==> src/rtl/serial_comparator.sv <==
// Bit-serial, MSB-first unsigned magnitude comparator with registered eq/gt/lt flags.
// Build option SERIAL_COMPARATOR_EARLY_EXIT_EN: finish on the first differing bit.

module serial_comparator_slice (
    input  logic a,
    input  logic b,
    output logic diff,
    output logic a_gt
);
    assign diff = a ^ b;
    assign a_gt = a & ~b;
endmodule

module serial_comparator #(
    parameter int N = 8
) (
    input  logic         clk,
    input  logic         rst,
    input  logic         start,
    input  logic [N-1:0] A,
    input  logic [N-1:0] B,
    output logic         busy,
    output logic         done,
    output logic         AyB,
    output logic         AmayB,
    output logic         AmenB
);
    localparam int CW = $clog2(N + 1);

    typedef enum logic [1:0] {IDLE, RUN, DONE} state_t;

    state_t        state, state_n;
    logic [N-1:0]  shA, shB;
    logic [CW-1:0] cnt;
    logic          decided, gt;
    logic          diff, a_gt, hit, dec_n, gt_n;

    serial_comparator_slice u_slice (
        .a    (shA[N-1]),
        .b    (shB[N-1]),
        .diff (diff),
        .a_gt (a_gt)
    );

    // First difference seen this cycle; later differences never override it.
    assign hit   = ~decided & diff;
    assign dec_n = decided | diff;
    assign gt_n  = decided ? gt : a_gt;

    always_ff @(posedge clk or posedge rst) begin
        if (rst) state <= IDLE;
        else     state <= state_n;
    end

    always_comb begin
        state_n = state;
        case (state)
            IDLE: if (start) state_n = RUN;
            RUN: begin
                if (cnt == CW'(1)) state_n = DONE;
`ifdef SERIAL_COMPARATOR_EARLY_EXIT_EN
                if (hit) state_n = DONE;
`endif
            end
            DONE:    state_n = IDLE;
            default: state_n = IDLE;
        endcase
    end

    always_ff @(posedge clk or posedge rst) begin
        if (rst) begin
            shA     <= '0;
            shB     <= '0;
            cnt     <= '0;
            decided <= 1'b0;
            gt      <= 1'b0;
            busy    <= 1'b0;
            done    <= 1'b0;
            AyB     <= 1'b0;
            AmayB   <= 1'b0;
            AmenB   <= 1'b0;
        end else begin
            busy <= (state_n != IDLE);
            done <= (state_n == DONE);
            case (state)
                IDLE: if (start) begin
                    shA     <= A;
                    shB     <= B;
                    cnt     <= CW'(N);
                    decided <= 1'b0;
                end
                RUN: begin
                    shA <= shA << 1;
                    shB <= shB << 1;
                    cnt <= cnt - CW'(1);
                    if (hit) begin
                        decided <= 1'b1;
                        gt      <= a_gt;
                    end
                    // Flags use this cycle's bit too, so an LSB-only difference lands.
                    if (state_n == DONE) begin
                        AyB   <= ~dec_n;
                        AmayB <= dec_n & gt_n;
                        AmenB <= dec_n & ~gt_n;
                    end
                end
                default: ;
            endcase
        end
    end
endmodule

==> config.mk <==
export PLATFORM = sky130hd
export DESIGN_NAME = serial_comparator
export DESIGN_NICKNAME = d
export VERILOG_FILES = /design/src/rtl/serial_comparator.sv
export SDC_FILE = /design/constraint.sdc
export NUM_CORES = 1
export LEC_CHECK = 0
export CAP_MARGIN = 10
export CELL_PAD_IN_SITES_DETAIL_PLACEMENT = 0
export CELL_PAD_IN_SITES_GLOBAL_PLACEMENT = 1
export CORE_UTILIZATION = 40
export DETAILED_ROUTE_END_ITERATION = 6
export GPL_ROUTABILITY_DRIVEN = 0
export GPL_TIMING_DRIVEN = 0
export PLACE_DENSITY_LB_ADDON = 0.25
export SYNTH_ARGS = -nofsm -noshare
export SYNTH_HDL_FRONTEND = slang
export SYNTH_SLANG_ARGS = --single-unit
==> constraint.sdc <==
create_clock -name clk -period 4 [get_ports clk]
set_input_delay 0.8 -clock clk [delete_from_list [all_inputs] [get_ports clk]]
set_output_delay 0.8 -clock clk [all_outputs]
set_load 0.02 [all_outputs]
==> summary.txt <==
Timing
  • Final min period: 2.074 ns
  • Hold_ws: 0.4839 ns
  • Slew Limit Headroom: 28.81%
  • Setup_tns: 0 ns
  • Final Skew: 0.007768 ns
  • RSZ-0062 raised after global routing: false
  • Max Clk Rate: 482.1 MHz
  • Fin crit share: 51.85%
  • Slew of the pin with the lowest slew margin: 1.067 ns
  • Max-slew violations: 0
  • Final Setup Violations: 0
  • Fin. Hold Viols: 0

Route
  • Routed wire per std cell: 12.63 um
  • Vias: 957
  • Post-DR vias/cell: 4.933
  • Pre-antenna DRT Iters: 3
  • Post-DRT Antenna Nets: 0
  • DRC errors left: 0
  • Drt first-iter violations: 22
  • Final wirelength: 2450 um

Hold path
  • Worst Hold Depth: 2
  • Min-delay worst type: register to register
  • Hold wc startpoint: shB[7]
  • Hold Path End: shB[7]

Global routing
  • Largest net degree at the start of global routing: 30
  • GRT overflow: 0
  • Initial antenna violation count: 0
  • First-pass GRT wire length: 4353 um
  • Tot GR Track Use: 16.98%
  • Vias in the first global route: 956

Setup path
  • R2R cell count: 5
  • CP Launch Type: register
  • CP bufs+invs: 1
  • Crit Path Category: register to primary output
  • Worst path top cell family by delay: buffers and inverters
  • Worst setup EP type: primary output
  • Reg2reg end: AyB
  • Cell Chain, Critical Path: clkdlybuf4s50_1
  • R2R Path Start: cnt[1]
  • CP Max Fanout: 2
  • Critical Path RT: 3.20 ns
  • Peak per-stage delay on the critical path: 0.60 ns
  • Flop-to-flop setup slack: 2.45 ns
  • Critical path arrival: 1.27 ns
  • Critical Path Slowest Stage Cell: clkdlybuf4s50_1

Clock tree
  • H-tree levels: 2
  • Clk buf depth: 2
  • Clock Pin Slew Worst Setup and Hold Paths: 0.09 ns
  • Post-CTS setup buffers: 0
  • Clk Tree Root Cell: clkbuf_4
  • CTS tree: yes
  • Clock Latency Late Sink: 0.32 ns
  • Clock Sinks: 29
  • Hold buffers post-CTS: 0
  • CTS resizes: 0
  • Total CTS buffers: 5

Logic synthesis
  • Mean Syn Cell Area: 11.17 um2
  • Syn Inst Count: 120
  • Yosys warns: 0
  • Async set or reset register ratio after synthesis: 100.0%
  • Mapped Area: 0.001340 mm2
  • Seq/Total Area, Yosys: 54.15%
  • Count leader, synth: dfrtp_1
  • Post-synth net total: 142
  • Most area-hungry cell type in the Yosys netlist: dfrtp_1
  • Top cell type's share of synthesized area: 54.15%
  • Flops & latches, synth: 29
  • Post-synth cell types: 28
  • Commonest cells post-synth: dfrtp_1, nand2_1, mux2i_1
  • Primary FF master, synth: dfrtp_1
  • Ranking of synthesized cells by area: dfrtp_1, mux2i_1, nand2_1
  • Post-synth EDFFs: 0

Floorplanning
  • I/O pin total: 24
  • Die Y: 59.88 um
  • Die Width: 59.88 um
  • Initial Util: 42.84%
  • Die area: 0.003586 mm2
  • Floorplan Core Area: 0.003128 mm2
  • Row cnt: 20

Power and ir drop
  • Comb pwr share: 42.5%
  • Sw Ratio: 37.47%
  • Peak supply drop: 0.0002992 V
  • Pleak: 0.7286 nW
  • P_int: 0.0007503 W
  • Clock Power Share: 14.5%
  • Sequential Power Share: 43.0%
  • P_sw: 0.0004496 W
  • Pwr per Cell Area: 714.1 mW/mm2

Finish
  • Nets: 172
  • Layout Area Growth over Synthesis: 25.40%
  • Antenna cells: 0
  • Share of cells above drive strength 1: 10.00%

Place
  • DP HPWL: 1836 um
  • IO Port Bufs: 23

Status
  • Outcome: finished clean

Job
  • Maxcap violations: 0
[per-layer routing]
layer,part of all wire (%),up-vias,global-route usage [%],routed length (um)
met5,0,-,0,0
met4,0.65,0,6.977,16
met3,4.5,2,5.844,111
met2,48,19,27.94,1183
met1,46,455,20.19,1139
li1,-,481,-,-
[sequential cells by signal, summed over array words and instances, names as in the netlist]
| register | count |
|---|---|
| shA | 8 |
| AmenB | 1 |
| shB | 8 |
| decided | 1 |
| state | 2 |
| cnt | 4 |
| busy | 1 |
| AyB | 1 |
| AmayB | 1 |
| done | 1 |
| gt | 1 |
[through the flow]
stage / util (%) / cell area (um2) / power [W] / worst slack, ns / cells
after floorplan: - / 1340 / 0.0008882 / 2.511 / 120
after global routing: 53.72 / 1680 / 0.001305 / 1.859 / 194
after CTS: 53.72 / 1680 / 0.001222 / 1.900 / 194
after global placement: 51.96 / 1625 / 0.001021 / 1.852 / 187
after detailed placement: 51.96 / 1625 / 0.001042 / 1.811 / 187
final: 53.72 / 1680 / 0.001200 / 1.926 / 194
[layout make-up]
class                           instances  area (um2)
Timing Repair Buffer                   23       230.2
Buffer                                  5       41.29
Fill cell                             310        1448
Inverter                                7       26.28
Clock buffer                            7       55.05
Tap cell                               44       55.05
Multi-Input combinational cell         79       546.8
Sequential cell                        29       725.7
[cell usage in the layout, fill, tap and decap left out]
cell / Yosys / final
nor3b_1: 2 / 2
nor4_4: 1 / 1
nor2b_1: 1 / 1
o31ai_1: 2 / 2
o21bai_1: 1 / 1
ha_1: 3 / 3
o41ai_2: 1 / 1
clkdlybuf4s50_1: 0 / 23
buf_6: 1 / 1
mux2_1: 1 / 1
a21o_1: 1 / 1
inv_1: 7 / 7
clkbuf_1: 0 / 1
nor4_1: 1 / 1
buf_2: 3 / 3
o22ai_1: 1 / 1
mux2i_1: 14 / 14
nor3_1: 3 / 3
buf_8: 1 / 1
mux2_2: 2 / 2
nor2_1: 2 / 2
clkbuf_8: 0 / 1
o31a_1: 1 / 1
nand2_1: 17 / 17
a22o_1: 2 / 2
and3b_1: 1 / 1
dfrtp_1: 29 / 29
a21oi_1: 2 / 2
o21ai_1: 6 / 6
o21ai_0: 12 / 12
nand2b_1: 2 / 2
clkbuf_4: 0 / 5
[power by group through the flow]
stage                     combinational, W  sequential, W  clock, W
after global placement            0.000505       0.000516         0
after floorplan                   0.000368       0.000520         0
after global routing              0.000575       0.000538  0.000192
after detailed placement          0.000519       0.000524         0
final                             0.000510       0.000516  0.000175
after CTS                         0.000522       0.000517  0.000184
[worst max path at each step]
stage / slack, ns / start / cells after the start / endpoint
2_1_floorplan: 2.51 / start / 3 / shA[2]
3_3_place_gp: 1.85 / start / 4 / shA[4]
3_5_place_dp: 1.81 / start / 4 / shA[5]
4_1_cts: 1.90 / AyB / 1 / AyB
5_1_grt: 1.86 / AyB / 1 / AyB
6_report: 1.93 / AyB / 1 / AyB
[kinds of logic after synthesis]
logic type      Yosys count  share of synthesized area, %
compound gates           29                         13.35
fa+ha+maj                 3                         2.801
buf+inv                  12                         5.042
flops                    29                         54.16
mux                      17                         12.98
simple gates             30                         11.67
No activity file was read; power rests on OpenSTA's default activity.
==> edit (config.mk and constraints unchanged) <==
Change the parameter `N` from 8 to 32.
--- a/src/rtl/serial_comparator.sv
+++ b/src/rtl/serial_comparator.sv
@@ -13,5 +13,5 @@
 
 module serial_comparator #(
-    parameter int N = 8
+    parameter int N = 32
 ) (
     input  logic         clk,
Ports: changed (resized A and B); port bits go from 24 to 72. No check against the original RTL was run, so the function may have changed too.
==> edit against the original RTL <==
The run now ends with design-rule violations left. Clock skew increased by 0.0044 ns. Wire length grew to 3.6 times the old value. Sequential power up 150%. Sequential cell count increased by 50. Combinational power rose by 89%. Non-clock buffer count rose by 76. Critical path depth rose by 5. Setup slack worse by 0.11 ns. Total power increased by 130%. Global-route usage increased by 2.5 points. Area after synthesis increased to 2.8 times the old value. Sequential share of layout area decreased by 1.8 points. Maximum frequency decreased by 5.0%. Design area grew to 2.8 times the old value. Critical endpoint is now shB[2].
==> edit: results (changes against the original RTL) <==
Cells and area
  • Nets: 531 (+210%)
  • # fillers: 832 (+170%)
  • Share of cells above drive strength 1: 7.30% (-2.7 points)
  • Non-filler cells, final: 574 (+200%)
  • Top flop regs: shA: 32 flops, shB: 32 flops, cnt: 6 flops

Yosys
  • Seq/Total Area, Yosys: 53.3% (-0.87 points)
  • Library cells used by synthesis: 25 (-11%)
  • Synth cell count leaders: dfrtp_1 (79), o21ai_0 (67), a22oi_1 (62)
  • Syn Nets: 448 (+220%)
  • Multiplexer share of the synthesized area: 2.26% (-11 points)
  • Main area contributors after synthesis: dfrtp_1 (53%), a22oi_1 (13%), o21ai_0 (9.0%)
  • Syn avg cell area: 9.81 µm² (-12%)
  • Adder-Cell Fraction of Synth Area: 1.01% (-1.8 points)

Timing
  • Minimum clock period: 2.18 ns (+0.110 ns)
  • Headroom to the max-slew limit: 65.6% (+37 points)
  • Layout Skew: 0.0122 ns (+0.00443 ns)

Clock network
  • Post-CTS setup buffers: 0 (unchanged)
  • H-tree levels: 3 (+1)
  • Clk pin slew, worst setup/hold paths: 0.07 ns (-0.02 ns)
  • TritonCTS Buffers: 9 (+4)

Global routing
  • Vias in the first global route: 3099 (+220%)
  • Largest net degree at the start of global routing: 58 (+93%)
  • GRT Util Overall: 19.5% (+2.5 points)

Critical path
  • Worst path arrival time: 2.44 ns (+1.17 ns)
  • CP Launch Point: start
  • Worst R2R Setup Slack: 2.37 ns (-0.08 ns)
  • RR Endpoint: AmayB
  • R2r startpoint: cnt[2]
  • Critical Path Sink: shB[2]
  • Worst-path fanout max: 10 (+8)

Route
  • DRT Pass-1 Iters: 7 (+4)
  • Drt initial violations: 194 (+780%)
  • DR DRC count: 4 (+4)
  • WL final: 8840 µm (+260%)
  • Vias per cell: 5.48 (+11%)

Power
  • Leakage: 1.94 nW (+170%)
  • Worst VDD drop: 0.263 mV (-12%)

Placed design
  • I/O Buffers: 71 (+210%)
  • DP Cell Count: 558 (+200%)
  • Final HPWL DP: 6200 µm (+240%)

Status
  • Failing checks: design-rule violations
  • Status: finished with violations
[edit: changes by cell type in the layout (fill, tap and decap cells not counted), sizes merged, moves of 28 or more]
cell           change
a22oi             +62
dfrtp             +50
o21ai             +49
clkdlybuf4s50     +48
nor2b             +33
a21oi             +28
[edit: how the worst min path moves through the flow]
stage            start       to  cells past startpoint
6_report        cnt[4]   cnt[4]                      1
3_3_place_gp    shB[8]   shB[8]                      2
3_5_place_dp   shA[27]  shA[27]                      2
4_1_cts         cnt[4]   cnt[4]                      1
5_1_grt         shB[7]   shB[7]                      2
2_1_floorplan   cnt[4]   cnt[4]                      1
[edit: worst register-to-register path, stage by stage (launching register included)]
cell and delay [ns]:
dfrtp_1 0.42, or3_4 0.44, nor3_4 0.29, mux2_2 0.38
[edit: area by class of cell]
cell class                 instances  area share (%)
clock buffer                      13            3.12
sequential                        79            41.4
buffer                            32            3.01
clock inverter                     3           0.891
multi-input combinational        261            32.8
inverter                           6           0.524
tap                              108            2.83
timing repair buffer              72            15.5
[edit: report_power, final]
group          total (mW)  internal, mW  switching [mW]  leakage, nW
Clock               0.582         0.306           0.276       0.0936
Combinational       0.965         0.449           0.516        0.817
Sequential           1.27          1.09           0.186         1.03
[edit: logic make-up after synthesis]
logic type                 after synthesis
AOI/OAI and AO/OA                      164
and+or+nand+nor                         86
DFF                                     79
buffers and inverters                   38
muxes                                    8
adders and majority gates                3
[edit: metrics by stage]
stage / instance area [µm²] / hold slack [ns] / setup WS, ns
2_1_floorplan: 3710 / 0.440 / 1.18
3_3_place_gp: 4560 / 0.461 / -0.212
3_5_place_dp: 4590 / 0.472 / 1.43
4_1_cts: 4780 / 0.485 / 1.80
5_1_grt: 4780 / 0.517 / 1.67
6_report: 4780 / 0.481 / 1.82
[edit: per-layer routing]
layer,wire length [µm],track usage [%]
met3,286,2.86
met5,0,0
met2,4160,29.6
met4,137,7.12
met1,4250,28.4
